<file path="src/rtl/dm_arb_pkg.sv">
// Shared types and constants for the data-memory port arbiter.
// Holds the arbiter FSM encoding and the legal byte-enable patterns.
package dm_arb_pkg;

  typedef enum logic {
    NORMAL = 1'b0,
    BOOST  = 1'b1
  } arb_state_e;

  localparam int MAX_WAIT_DEFAULT = 4;

  localparam logic [3:0] BE_NONE = 4'b0000;
  localparam logic [3:0] BE_B0   = 4'b0001;
  localparam logic [3:0] BE_B1   = 4'b0010;
  localparam logic [3:0] BE_B2   = 4'b0100;
  localparam logic [3:0] BE_B3   = 4'b1000;
  localparam logic [3:0] BE_H0   = 4'b0011;
  localparam logic [3:0] BE_H1   = 4'b1100;
  localparam logic [3:0] BE_WORD = 4'b1111;

  localparam logic [31:0] WORD_MASK = 32'hFFFF_FFFC;

  function automatic logic be_is_read(
    input logic [3:0] be
  );
    return be == BE_NONE;
  endfunction

endpackage

</file>
<file path="src/rtl/byteen_check.sv">
// Flags whether a byte-enable pattern is a legal naturally
// aligned access (read, byte, halfword or word).
module byteen_check
  import dm_arb_pkg::*;
(
  input  logic [3:0] byteen,
  output logic       legal
);

  always_comb begin
    legal = 1'b0;
    unique case (byteen)
      BE_NONE,
      BE_B0,
      BE_B1,
      BE_B2,
      BE_B3,
      BE_H0,
      BE_H1,
      BE_WORD: legal = 1'b1;
      default: legal = 1'b0;
    endcase
  end

endmodule

</file>
<file path="src/rtl/dm_port_arbiter.sv">
// Two-requester arbiter in front of the data memory port.
// r0 has priority; r1 is boosted after MAX_WAIT denials.
module dm_port_arbiter
  import dm_arb_pkg::*;
#(
  parameter int MAX_WAIT = MAX_WAIT_DEFAULT
) (
  input  logic        clk,
  input  logic        reset,

  input  logic        r0_req,
  input  logic [31:0] r0_addr,
  input  logic [31:0] r0_wdata,
  input  logic [3:0]  r0_byteen,
  output logic        r0_gnt,
  output logic        r0_rvalid,
  output logic [31:0] r0_rdata,
  output logic        r0_rerr,

  input  logic        r1_req,
  input  logic [31:0] r1_addr,
  input  logic [31:0] r1_wdata,
  input  logic [3:0]  r1_byteen,
  output logic        r1_gnt,
  output logic        r1_rvalid,
  output logic [31:0] r1_rdata,
  output logic        r1_rerr,

  output logic [31:0] m_data_addr,
  output logic [31:0] m_data_wdata,
  output logic [3:0]  m_data_byteen,
  input  logic [31:0] m_data_rdata
);

  localparam logic [3:0] MAX_WAIT_C = 4'(MAX_WAIT);

  arb_state_e state_q;
  arb_state_e state_d;
  logic [3:0] wait_q;
  logic [3:0] wait_d;

  logic r0_legal;
  logic r1_legal;
  logic r0_rd;
  logic r1_rd;

  logic r0_rv_q;
  logic r1_rv_q;
  logic r0_err_q;
  logic r1_err_q;

  byteen_check u_be0 (
    .byteen (r0_byteen),
    .legal  (r0_legal)
  );

  byteen_check u_be1 (
    .byteen (r1_byteen),
    .legal  (r1_legal)
  );

  always_comb begin
    r0_gnt = 1'b0;
    r1_gnt = 1'b0;
    if (!reset) begin
      unique case (1'b1)
        r0_req && r1_req: begin
          if (state_q == BOOST) r1_gnt = 1'b1;
          else                  r0_gnt = 1'b1;
        end
        r0_req && !r1_req: r0_gnt = 1'b1;
        !r0_req && r1_req: r1_gnt = 1'b1;
        default: ;
      endcase
    end
  end

  // Illegal enables still consume the grant but never write.
  always_comb begin
    m_data_addr   = '0;
    m_data_wdata  = '0;
    m_data_byteen = BE_NONE;
    if (r0_gnt) begin
      m_data_addr   = r0_addr & WORD_MASK;
      m_data_wdata  = r0_wdata;
      m_data_byteen = r0_legal ? r0_byteen : BE_NONE;
    end else if (r1_gnt) begin
      m_data_addr   = r1_addr & WORD_MASK;
      m_data_wdata  = r1_wdata;
      m_data_byteen = r1_legal ? r1_byteen : BE_NONE;
    end
  end

  always_comb begin
    wait_d = '0;
    if (r1_req && !r1_gnt) begin
      wait_d = (wait_q == 4'hF) ? wait_q : wait_q + 4'd1;
    end
  end

  always_comb begin
    state_d = state_q;
    unique case (state_q)
      NORMAL: begin
        if (r1_req && !r1_gnt && wait_d == MAX_WAIT_C) begin
          state_d = BOOST;
        end
      end
      BOOST: begin
        if (r1_gnt || !r1_req) state_d = NORMAL;
      end
      default: state_d = NORMAL;
    endcase
  end

  always_ff @(posedge clk) begin
    if (reset) begin
      state_q <= NORMAL;
      wait_q  <= '0;
    end else begin
      state_q <= state_d;
      wait_q  <= wait_d;
    end
  end

  assign r0_rd = r0_gnt && r0_legal && be_is_read(r0_byteen);
  assign r1_rd = r1_gnt && r1_legal && be_is_read(r1_byteen);

  always_ff @(posedge clk) begin
    if (reset) begin
      r0_rv_q  <= 1'b0;
      r1_rv_q  <= 1'b0;
      r0_err_q <= 1'b0;
      r1_err_q <= 1'b0;
      r0_rdata <= '0;
      r1_rdata <= '0;
    end else begin
      r0_rv_q  <= r0_rd;
      r1_rv_q  <= r1_rd;
      r0_err_q <= r0_gnt && !r0_legal;
      r1_err_q <= r1_gnt && !r1_legal;
      if (r0_rd) r0_rdata <= m_data_rdata;
      if (r1_rd) r1_rdata <= m_data_rdata;
    end
  end

  // A response in flight when reset rises is dropped, not shown.
  assign r0_rvalid = r0_rv_q  && !reset;
  assign r1_rvalid = r1_rv_q  && !reset;
  assign r0_rerr   = r0_err_q && !reset;
  assign r1_rerr   = r1_err_q && !reset;

endmodule
</file>
<file path="config.mk">
export PLATFORM = sky130hd
export DESIGN_NAME = dm_port_arbiter
export DESIGN_NICKNAME = d
export VERILOG_FILES = /design/src/rtl/dm_arb_pkg.sv /design/src/rtl/byteen_check.sv /design/src/rtl/dm_port_arbiter.sv
export SDC_FILE = /design/constraint.sdc
export NUM_CORES = 1
export LEC_CHECK = 0
export CAP_MARGIN = 20
export CORE_AREA = 2 2 120 122
export CTS_CLUSTER_DIAMETER = 80
export DETAILED_ROUTE_END_ITERATION = 8
export DIE_AREA = 0 0 122 124
export PLACE_DENSITY = 0.77
export SYNTH_ARGS = -nofsm -noshare
export SYNTH_HDL_FRONTEND = slang
export SYNTH_SLANG_ARGS = --single-unit
</file>
<file path="constraint.sdc">
create_clock -name clk -period 1.5 [get_ports clk]
set_input_delay 0.3 -clock clk [delete_from_list [all_inputs] [get_ports clk]]
set_output_delay 0.3 -clock clk [all_outputs]
set_load 0.02 [all_outputs]
</file>
==> results of run 1 <==
-- through the flow --
step	power, mW	instance area [µm²]
after floorplan	2.49	3790
after global placement	3.28	7150
after detailed placement	3.30	7150
after CTS	6.07	7920
after global routing	6.24	8070
final	6.06	8070
-- cells by family (layout without fill, tap and decap cells) --
| family | after synthesis | after routing | share of synthesized area, % |
|---|---|---|---|
| simple gates | 97 | 98 | 13.3 |
| flops | 73 | 73 | 41.9 |
| compound gates | 72 | 72 | 17.7 |
| mux | 65 | 65 | 18.7 |
| buf+inv | 38 | 386 | 6.68 |
| fa+ha+maj | 3 | 3 | 1.08 |
| xor+xnor | 2 | 2 | 0.503 |
| other cells | 1 | 3 | 0.108 |
-- worst min-delay path: cells and delay by family --
family	cells	cell delay, ns
and+or+nand+nor	1	0.10
buffers and inverters	2	0.35
-- area by class of cell --
cell class              count  area (µm²)
flip-flops and latches     73        1460
inverters                   6        25.0
well taps                 180         225
multi-input cells         242        2160
clock inverters             6         138
repair buffers            364        3830
clock buffers              10         229
diodes                      1        2.50
fillers                  1145        5650
-- cells in the mapped netlist (2+ instances only) --
master / number / area (µm²)
buf_2: 12 / 60.1
buf_4: 6 / 45.0
nand2b_1: 3 / 18.8
a22o_1: 62 / 543
buf_6: 7 / 78.8
a31oi_1: 2 / 12.5
clkbuf_1: 7 / 26.3
mux2i_1: 65 / 651
o21ai_0: 2 / 10.0
nor2_1: 70 / 263
ha_1: 3 / 37.5
nand3b_1: 2 / 15.0
nor2b_1: 6 / 37.5
dfxtp_1: 73 / 1460
nor3b_1: 4 / 30.0
nand3_1: 2 / 10.0
a32o_1: 4 / 40.0
and2_1: 2 / 12.5
inv_1: 6 / 22.5
-- flip-flops by register name (all words and copies together) (netlist names) --
name	flops
r0_err_q	1
r0_rdata	32
r0_rv_q	1
r1_err_q	1
r1_rdata	32
r1_rv_q	1
state_q	1
wait_q	4
-- path summary, 6_finish.rpt --
path                            to  slack (ns)
hold / removal        r1_rdata[26]        0.47
setup reg to reg       r1_rdata[3]       -0.15
setup / recovery  m_data_wdata[14]       -0.51
hold reg to reg       r1_rdata[27]        0.49
-- layer usage --
layer / global-route usage [%] / part of all wire (%)
met1: 20.6 / 35
met2: 41.8 / 54
met3: 6.64 / 7.2
met4: 9.05 / 3.4
met5: 0 / 0
-- where the power goes --
| part | internal [mW] | switching [mW] | total, mW |
|---|---|---|---|
| clock | 1.80 | 0.838 | 2.64 |
| sequential | 1.95 | 0.00811 | 1.96 |
| combinational | 0.891 | 0.571 | 1.46 |
-- what timing repair did --
action / 4_1_cts / 5_1_grt
pin swaps: 21 / 15
gates resized for setup: 486 / 48
endpoints found under the setup margin: 201 / 136
cloned: 8 / 4
setup buffers: 19 / 5
-- placed cells by master, fill, tap and decap left out, types with 2 or more instances in the layout --
cell	instances
a22o_1	31
a22o_4	31
a32o_2	4
and2_4	2
buf_12	12
buf_16	2
buf_2	2
buf_4	27
buf_6	81
buf_8	2
bufinv_16	4
clkbuf_16	14
clkbuf_2	3
clkdlybuf4s50_1	157
conb_1	2
dfxtp_1	72
dlygate4sd2_1	71
ha_2	2
inv_1	4
mux2i_1	62
mux2i_2	3
nand2b_1	2
nand3_1	2
nand3b_1	2
nor2_1	69
nor2b_1	6
nor3b_1	2
nor3b_2	2
==> impl_metrics.tcl, run 1 <==
set metrics [dict create \
    synth_cells 351 \
    synth_cell_types 32 \
    cp_top_family "buffers and inverters" \
    rsz0062_at_grt "true" \
    critPathBufInv 3 \
    crit_path_end_kind "output port" \
    fin_crit_ns 2.01 \
    row_count 43 \
    nNetsFinal 871 \
    clockBufferDepth 2 \
    gp_congestion 0.907 \
    pre_cts_ws_ns -1.17 \
    crit_path_frequent_cell "buf_6" \
    antenna_found_initial 1 \
    clock.fmax_mhz 498 \
    grt_pass1_vias 4448 \
    max_stage_delay_ns 0.33 \
    htree_levels 3 \
    clk_pin_slew_ns 0.06 \
    gr-total-overflow 0 \
    syn-cell-area_mm2 0.00348 \
    ys.flop_type "dfxtp_1" \
    drive_above_1_share_pct 29.8 \
    clockRootBuffer "clkbuf_16" \
    setup_viol 118 \
    drc 0 \
    path_max_fanout 8 \
    die_y_um 124 \
    ys_ff_latch 73 \
    drv_cap 0 \
    violations "setup timing" \
    fin_crit_sh_pct 134 \
    fin_worst_skew_ns 0.00969 \
    cp-start-kind "flop" \
    worst_ep_required_time_ns 1.20 \
    grt_util_all_layers_pct 21.4 \
    hold_path_class "in -> reg" \
    finalMaxSlewViolations 0 \
    drtIter0Drc 148 \
    power.density_mw_per_mm2 751 \
    whs_ns 0.470 \
    cts_tree "yes" \
    ant_nets 0 \
    start_util_pct 25.4 \
    io_pins 310 \
    synth-edff-count 0 \
    clkLatencyLatePin_ns 0.33 \
    rr_worst_depth 9 \
    avgSynthCellArea_um2 9.93 \
    numCtsBuffers 9 \
    timing.rr.start "state_q" \
    drt-vias-per-instance 4.76 \
    timing.final.hold_violations 0 \
    ir_drop_mv 0.589 \
    critPathKind "reg -> out" \
    post_drt_wl_per_cell_um 19.9 \
    dp.cells 836 \
    vias 4201 \
    crit_path_top_delay_cell "dfxtp_2" \
    crit_path_start "state_q" \
    async_flop_share_pct 0 \
    min_path_cells 3 \
    syn2layout_area_growth_pct 132 \
    path_cells "nand2b_4, and3b_2, buf_12, buf_6, a22o_4, buf_6" \
    setup_ws_ns -0.509 \
    ys_seq_area_share_pct 41.9 \
    io_buffers 303 \
    crit_cells 6 \
    cts_hold_buf 0 \
    dp_hpwl_mm 12.4 \
    setup_tns_ns -36.59 \
    power.leakage_nw 4.15 \
    layout.cells.non_filler 882 \
    grt_pass1_wl_mm 24.5 \
    arrival_ns 1.71 \
    dieWidth_um 122 \
    grt_max_degree 35 \
    clock_sinks 73 \
    status "complete, but fails checks" \
    yosys_warnings 0 \
    wirelength_mm 17.6 \
    holdCritStartpoint "reset" \
    final_util_pct 58.8 \
    first_pass_iters 5 \
    dieArea_mm2 0.0151 \
    fp.coreArea_mm2 0.0137 \
]
Power figures use the tool's default switching activity.
==> run 2: changes to the inputs <==
--- a/config.mk
+++ b/config.mk
@@ -7,6 +7,7 @@
 export LEC_CHECK = 0
 export CAP_MARGIN = 20
 export CORE_AREA = 2 2 120 122
+export CTS_BUF_LIST = sky130_fd_sc_hd__clkbuf_8
 export CTS_CLUSTER_DIAMETER = 80
 export DETAILED_ROUTE_END_ITERATION = 8
 export DIE_AREA = 0 0 122 124
==> constraint.sdc (replaced) <==
create_clock -name clk -period 1.8 [get_ports clk]
set_input_delay 0.36 -clock clk [delete_from_list [all_inputs] [get_ports clk]]
set_output_delay 0.36 -clock clk [all_outputs]
set_load 0.02 [all_outputs]
==> impl_metrics.tcl, run 2 (synthesized netlist as in run 1, its figures left out) <==
set metrics [dict create \
    status "complete, but fails checks" \
    violations "setup timing" \
    arrival_ns 1.67 \
    die_y_um 124 \
    clkLatencyLatePin_ns 0.35 \
    timing.final.hold_violations 0 \
    drv_cap 0 \
    power.density_mw_per_mm2 558 \
    clock_sinks 73 \
    p_int_mw 3.10 \
    critPathBufInv 3 \
    drt-vias-per-instance 4.73 \
    drive_above_1_share_pct 22.4 \
    first_pass_iters 4 \
    worst_ep_required_time_ns 1.44 \
    setup_tns_ns -12.82 \
    r2r_slack_ns 0.08 \
    drtIter0Drc 120 \
    path_max_fanout 8 \
    nFillCells 1218 \
    fin_crit_sh_pct 113 \
    cp-start-kind "flop" \
    power.leakage_nw 3.54 \
    pre_cts_ws_ns -1.27 \
    crit_path_top_delay_cell "dfxtp_2" \
    wirelength_mm 16.6 \
    critPathKind "reg -> out" \
    hold_path_class "in -> reg" \
    crit_path_frequent_cell "buf_6" \
    clk_pin_slew_ns 0.08 \
    top_regs "r0_rdata: 32 flops, r1_rdata: 32 flops, wait_q: 4 flops" \
    max_stage_delay_ns 0.33 \
    power_frac_comb_pct 27.2 \
    ir_drop_mv 0.522 \
    setup_viol 68 \
    path_cells "nand2b_4, and3b_4, buf_6, buf_16, a22o_1, buf_6" \
    whs_ns 0.410 \
    fp.coreArea_mm2 0.0137 \
    rsz0062_at_grt "true" \
    io_pins 310 \
    seq_area_mm2 0.00146 \
    io_buffers 303 \
    relSlewSlack_pct 56.7 \
    antenna_found_initial 1 \
    switching_power_mw 1.10 \
    cp_top_family "buffers and inverters" \
    clkPwrFrac_pct 34.0 \
    fin_crit_ns 2.03 \
    grt_max_degree 64 \
    dieArea_mm2 0.0151 \
    clockBufferDepth 2 \
    cts_tree "yes" \
    power.total_mw 4.20 \
    numCtsBuffers 9 \
    grt_pass1_vias 4199 \
    finalMaxSlewViolations 0 \
    htree_levels 3 \
    multi_input_area_mm2 0.00189 \
    gp_congestion 0.832 \
    crit_path_end_kind "output port" \
    vias 4102 \
    ant_nets 0 \
    fin_worst_skew_ns 0.00729 \
    layout_commonest_cell "clkdlybuf4s50_1" \
    syn2layout_area_growth_pct 116 \
    nNetsFinal 857 \
    mostFrequentLayoutCells "clkdlybuf4s50_1, buf_6, dfxtp_1" \
    clock.fmax_mhz 492 \
    cts_hold_buf 0 \
    power.share.switching_pct 26.2 \
    setup_ws_ns -0.233 \
    drc 0 \
    gr-total-overflow 0 \
    dp_hpwl_mm 12.2 \
    pwr-share-seq_pct 38.8 \
    grt_util_all_layers_pct 19.3 \
    dieWidth_um 122 \
    start_util_pct 25.4 \
    row_count 43 \
    clockRootBuffer "clkbuf_8" \
    grt_pass1_wl_mm 22.5 \
    post_drt_wl_per_cell_um 19.1 \
    worst_pin_slew_ns 0.650 \
]
-- run 2: worst min-delay path, delay by kind of cell --
| kind | cells | cell delay, ns |
|---|---|---|
| buffers and inverters | 2 | 0.29 |
| AND/OR/NAND/NOR | 1 | 0.05 |
-- run 2: final timing paths --
kind	start	endpoint	cells past startpoint
max	state_q	m_data_wdata[13]	6
min	reset	r0_rdata[3]	3
max reg2reg	state_q	r1_rdata[12]	8
min reg2reg	r0_rdata[28]	r0_rdata[28]	2
-- run 2: repair_timing --
item,CTS,global route
gates resized for setup,432,32
buffers inserted,7,7
endpoints found under the setup margin,104,68
gates cloned,5,6
pin swaps,19,25
endpoints found under the hold margin,0,0
-- run 2: area by class of cell --
| class | count | area share, % |
|---|---|---|
| Antenna cell | 1 | 0.0332 |
| Clock buffer | 9 | 1.64 |
| Clock inverter | 7 | 1.25 |
| Inverter | 6 | 0.299 |
| Multi-Input combinational cell | 242 | 25.0 |
| Sequential cell | 73 | 19.4 |
| Tap cell | 180 | 2.99 |
| Timing Repair Buffer | 350 | 49.3 |
-- run 2: power groups by stage --
stage | clock (mW) | sequential, mW | combinational, mW
final | 1.43 | 1.63 | 1.14
after global routing | 1.55 | 1.63 | 1.20
after CTS | 1.48 | 1.63 | 1.08
after detailed placement | 0 | 1.67 | 0.997
after global placement | 0 | 1.67 | 0.984
after floorplan | 0 | 1.68 | 0.338
-- run 2: routing by layer --
layer	wire length (µm)	vias up	GRT usage, %
met1	6050	1946	20.3
met4	570	0	8.41
li1	-	1923	-
met3	1370	34	5.86
met2	8580	199	35.7
met5	0	-	0
-- run 2: per-stage QoR --
| step | instance area [µm²] | std cells | util [%] |
|---|---|---|---|
| after CTS | 7300 | 856 | 53.2 |
| after global routing | 7530 | 867 | 54.9 |
| final | 7540 | 868 | 54.9 |
| after detailed placement | 6790 | 828 | 49.5 |
| after floorplan | 3490 | 352 | - |
| after global placement | 6790 | 828 | 49.5 |
==> run 3: changes to the inputs <==
--- a/config.mk
+++ b/config.mk
@@ -5,13 +5,14 @@
 export SDC_FILE = /design/constraint.sdc
 export NUM_CORES = 1
 export LEC_CHECK = 0
+export ABC_CLOCK_PERIOD_IN_PS = 1800
 export CAP_MARGIN = 20
 export CORE_AREA = 2 2 120 122
 export CTS_BUF_LIST = sky130_fd_sc_hd__clkbuf_8
 export CTS_CLUSTER_DIAMETER = 80
 export DETAILED_ROUTE_END_ITERATION = 8
 export DIE_AREA = 0 0 122 124
-export PLACE_DENSITY = 0.77
+export PLACE_DENSITY = 0.7
 export SYNTH_ARGS = -nofsm -noshare
 export SYNTH_HDL_FRONTEND = slang
 export SYNTH_SLANG_ARGS = --single-unit
==> impl_metrics.tcl, run 3 (synthesized netlist as in run 1, its figures left out) <==
set metrics [dict create \
    row_count 43 \
    layout.cells.non_filler 862 \
    setup_ws_ns -0.275 \
    timing.final.hold_violations 0 \
    setup_tns_ns -14.75 \
    dieArea_mm2 0.0151 \
    fin_worst_skew_ns 0.00802 \
    worst_ep_required_time_ns 1.44 \
    fin_crit_ns 2.08 \
    gr-total-overflow 0 \
    clkPwrFrac_pct 34.1 \
    power.density_mw_per_mm2 560 \
    seq_area_mm2 0.00146 \
    wirelength_mm 15.7 \
    fp.coreArea_mm2 0.0137 \
    mostFrequentLayoutCells "clkdlybuf4s50_1, dfxtp_1, nor2_1" \
    grt_pass1_vias 4121 \
    grt_util_all_layers_pct 19.1 \
    vias 4079 \
    max_stage_delay_ns 0.33 \
    rsz0062_at_grt "true" \
    arrival_ns 1.72 \
    power.share.switching_pct 25.5 \
    dp.cells 829 \
    ir_drop_mv 0.508 \
    clock.fmax_mhz 482 \
    critPathKind "reg -> out" \
    hold_path_class "reg -> reg" \
    nFillCells 1205 \
    grt.met3_usage_pct 7.74 \
    cp-start-kind "flop" \
    drc 0 \
    critPathBufInv 3 \
    p_int_mw 3.07 \
    clock_sinks 73 \
    setup_viol 67 \
    status "complete, but fails checks" \
    clkLatencyLatePin_ns 0.34 \
    dieWidth_um 122 \
    top_regs "r0_rdata: 32 flops, r1_rdata: 32 flops, wait_q: 4 flops" \
    multi_input_area_mm2 0.00188 \
    clockRootBuffer "clkbuf_8" \
    clk_pin_slew_ns 0.08 \
    use_met2_pct 35.4 \
    drv_cap 0 \
    layout_commonest_cell "clkdlybuf4s50_1" \
    path_cells "nand2b_4, and3b_2, buf_8, clkbuf_16, a22o_1, buf_6" \
    antenna_found_initial 6 \
    drt-vias-per-instance 4.73 \
    start_util_pct 25.4 \
    io_buffers 303 \
    pre_cts_ws_ns -1.17 \
    power.leakage_nw 3.49 \
    io_pins 310 \
    htree_levels 3 \
    power_frac_comb_pct 26.3 \
    first_pass_iters 4 \
    finalMaxSlewViolations 0 \
    path_max_fanout 8 \
    syn2layout_area_growth_pct 111 \
    grt_pass1_wl_mm 22.2 \
    crit_path_end_kind "output port" \
    drtIter0Drc 146 \
    ant_nets 0 \
    nNetsFinal 849 \
    gr-usage-met1_pct 19.2 \
    violations "setup timing" \
    crit_path_top_delay_cell "dfxtp_2" \
    numCtsBuffers 9 \
    fin_crit_sh_pct 115 \
    pwr-share-seq_pct 39.5 \
    dp_hpwl_mm 12.0 \
    cts_tree "yes" \
    busiest_layer "met2" \
    gp_congestion 0.885 \
    post_drt_wl_per_cell_um 18.2 \
    clockBufferDepth 2 \
    switching_power_mw 1.05 \
    die_y_um 124 \
    cp_top_family "buffers and inverters" \
    cts_hold_buf 0 \
    drive_above_1_share_pct 21.5 \
    grt_max_degree 70 \
]
-- run 3: cell types whose count changed in the layout (fill, tap and decap cells not counted), sizes merged, moves of 2 or more --
cell and change:
buf -8, dlygate4sd2 -5, clkdlybuf4s50 +2, diode +2, dlymetal6s2s +2
-- run 3: power by group through the flow --
stage / Combinational [mW] / Clock, mW / Sequential (mW)
2_1_floorplan: 0.338 / 0 / 1.68
3_3_place_gp: 0.970 / 0 / 1.67
3_5_place_dp: 0.984 / 0 / 1.67
4_1_cts: 1.04 / 1.44 / 1.63
5_1_grt: 1.14 / 1.51 / 1.63
6_report: 1.09 / 1.41 / 1.63
-- run 3: tightest hold or removal path: cells and delay by family (launching register included) --
family	cells	cell delay (ns)
DFF	1	0.33
and+or+nand+nor	1	0.07
muxes	1	0.06
-- run 3: worst paths after layout --
| path | startpoint | to | slack (ns) | depth (start not counted) |
|---|---|---|---|---|
| hold / removal | r1_rdata[26] | r1_rdata[26] | 0.50 | 2 |
| hold reg to reg | r1_rdata[26] | r1_rdata[26] | 0.50 | 2 |
| setup / recovery | state_q | m_data_addr[17] | -0.28 | 6 |
| setup reg to reg | state_q | r1_rdata[17] | 0.27 | 7 |
-- run 3: cell type report --
class,count,area share (%)
Antenna cell,3,0.102
Multi-Input combinational cell,241,25.5
Clock inverter,7,1.27
Sequential cell,73,19.9
Clock buffer,9,1.68
Timing Repair Buffer,343,48.2
Inverter,6,0.306
Tap cell,180,3.06
-- run 3: through the flow --
step | instance area, µm² | power (mW) | utilization, % | hold slack (ns)
after floorplan | 3490 | 2.02 | - | 0.504
after global placement | 6810 | 2.64 | 49.6 | 0.474
after detailed placement | 6810 | 2.65 | 49.6 | 0.483
after CTS | 7190 | 4.11 | 52.4 | 0.501
after global routing | 7360 | 4.29 | 53.6 | 0.525
final | 7360 | 4.13 | 53.7 | 0.498
-- run 3: per-layer routing --
layer / wire length (µm) / vias to the layer above
met2: 8140 / 201
li1: - / 1914
met1: 5530 / 1927
met5: 29 / -
met3: 1540 / 31
met4: 411 / 6
-- run 3: timing repair --
| action | CTS | global route |
|---|---|---|
| setup endpoints to repair | 72 | 68 |
| gates cloned | 4 | 1 |
| gates resized for setup | 386 | 33 |
| pin swaps | 9 | 13 |
| setup buffers | 7 | 3 |
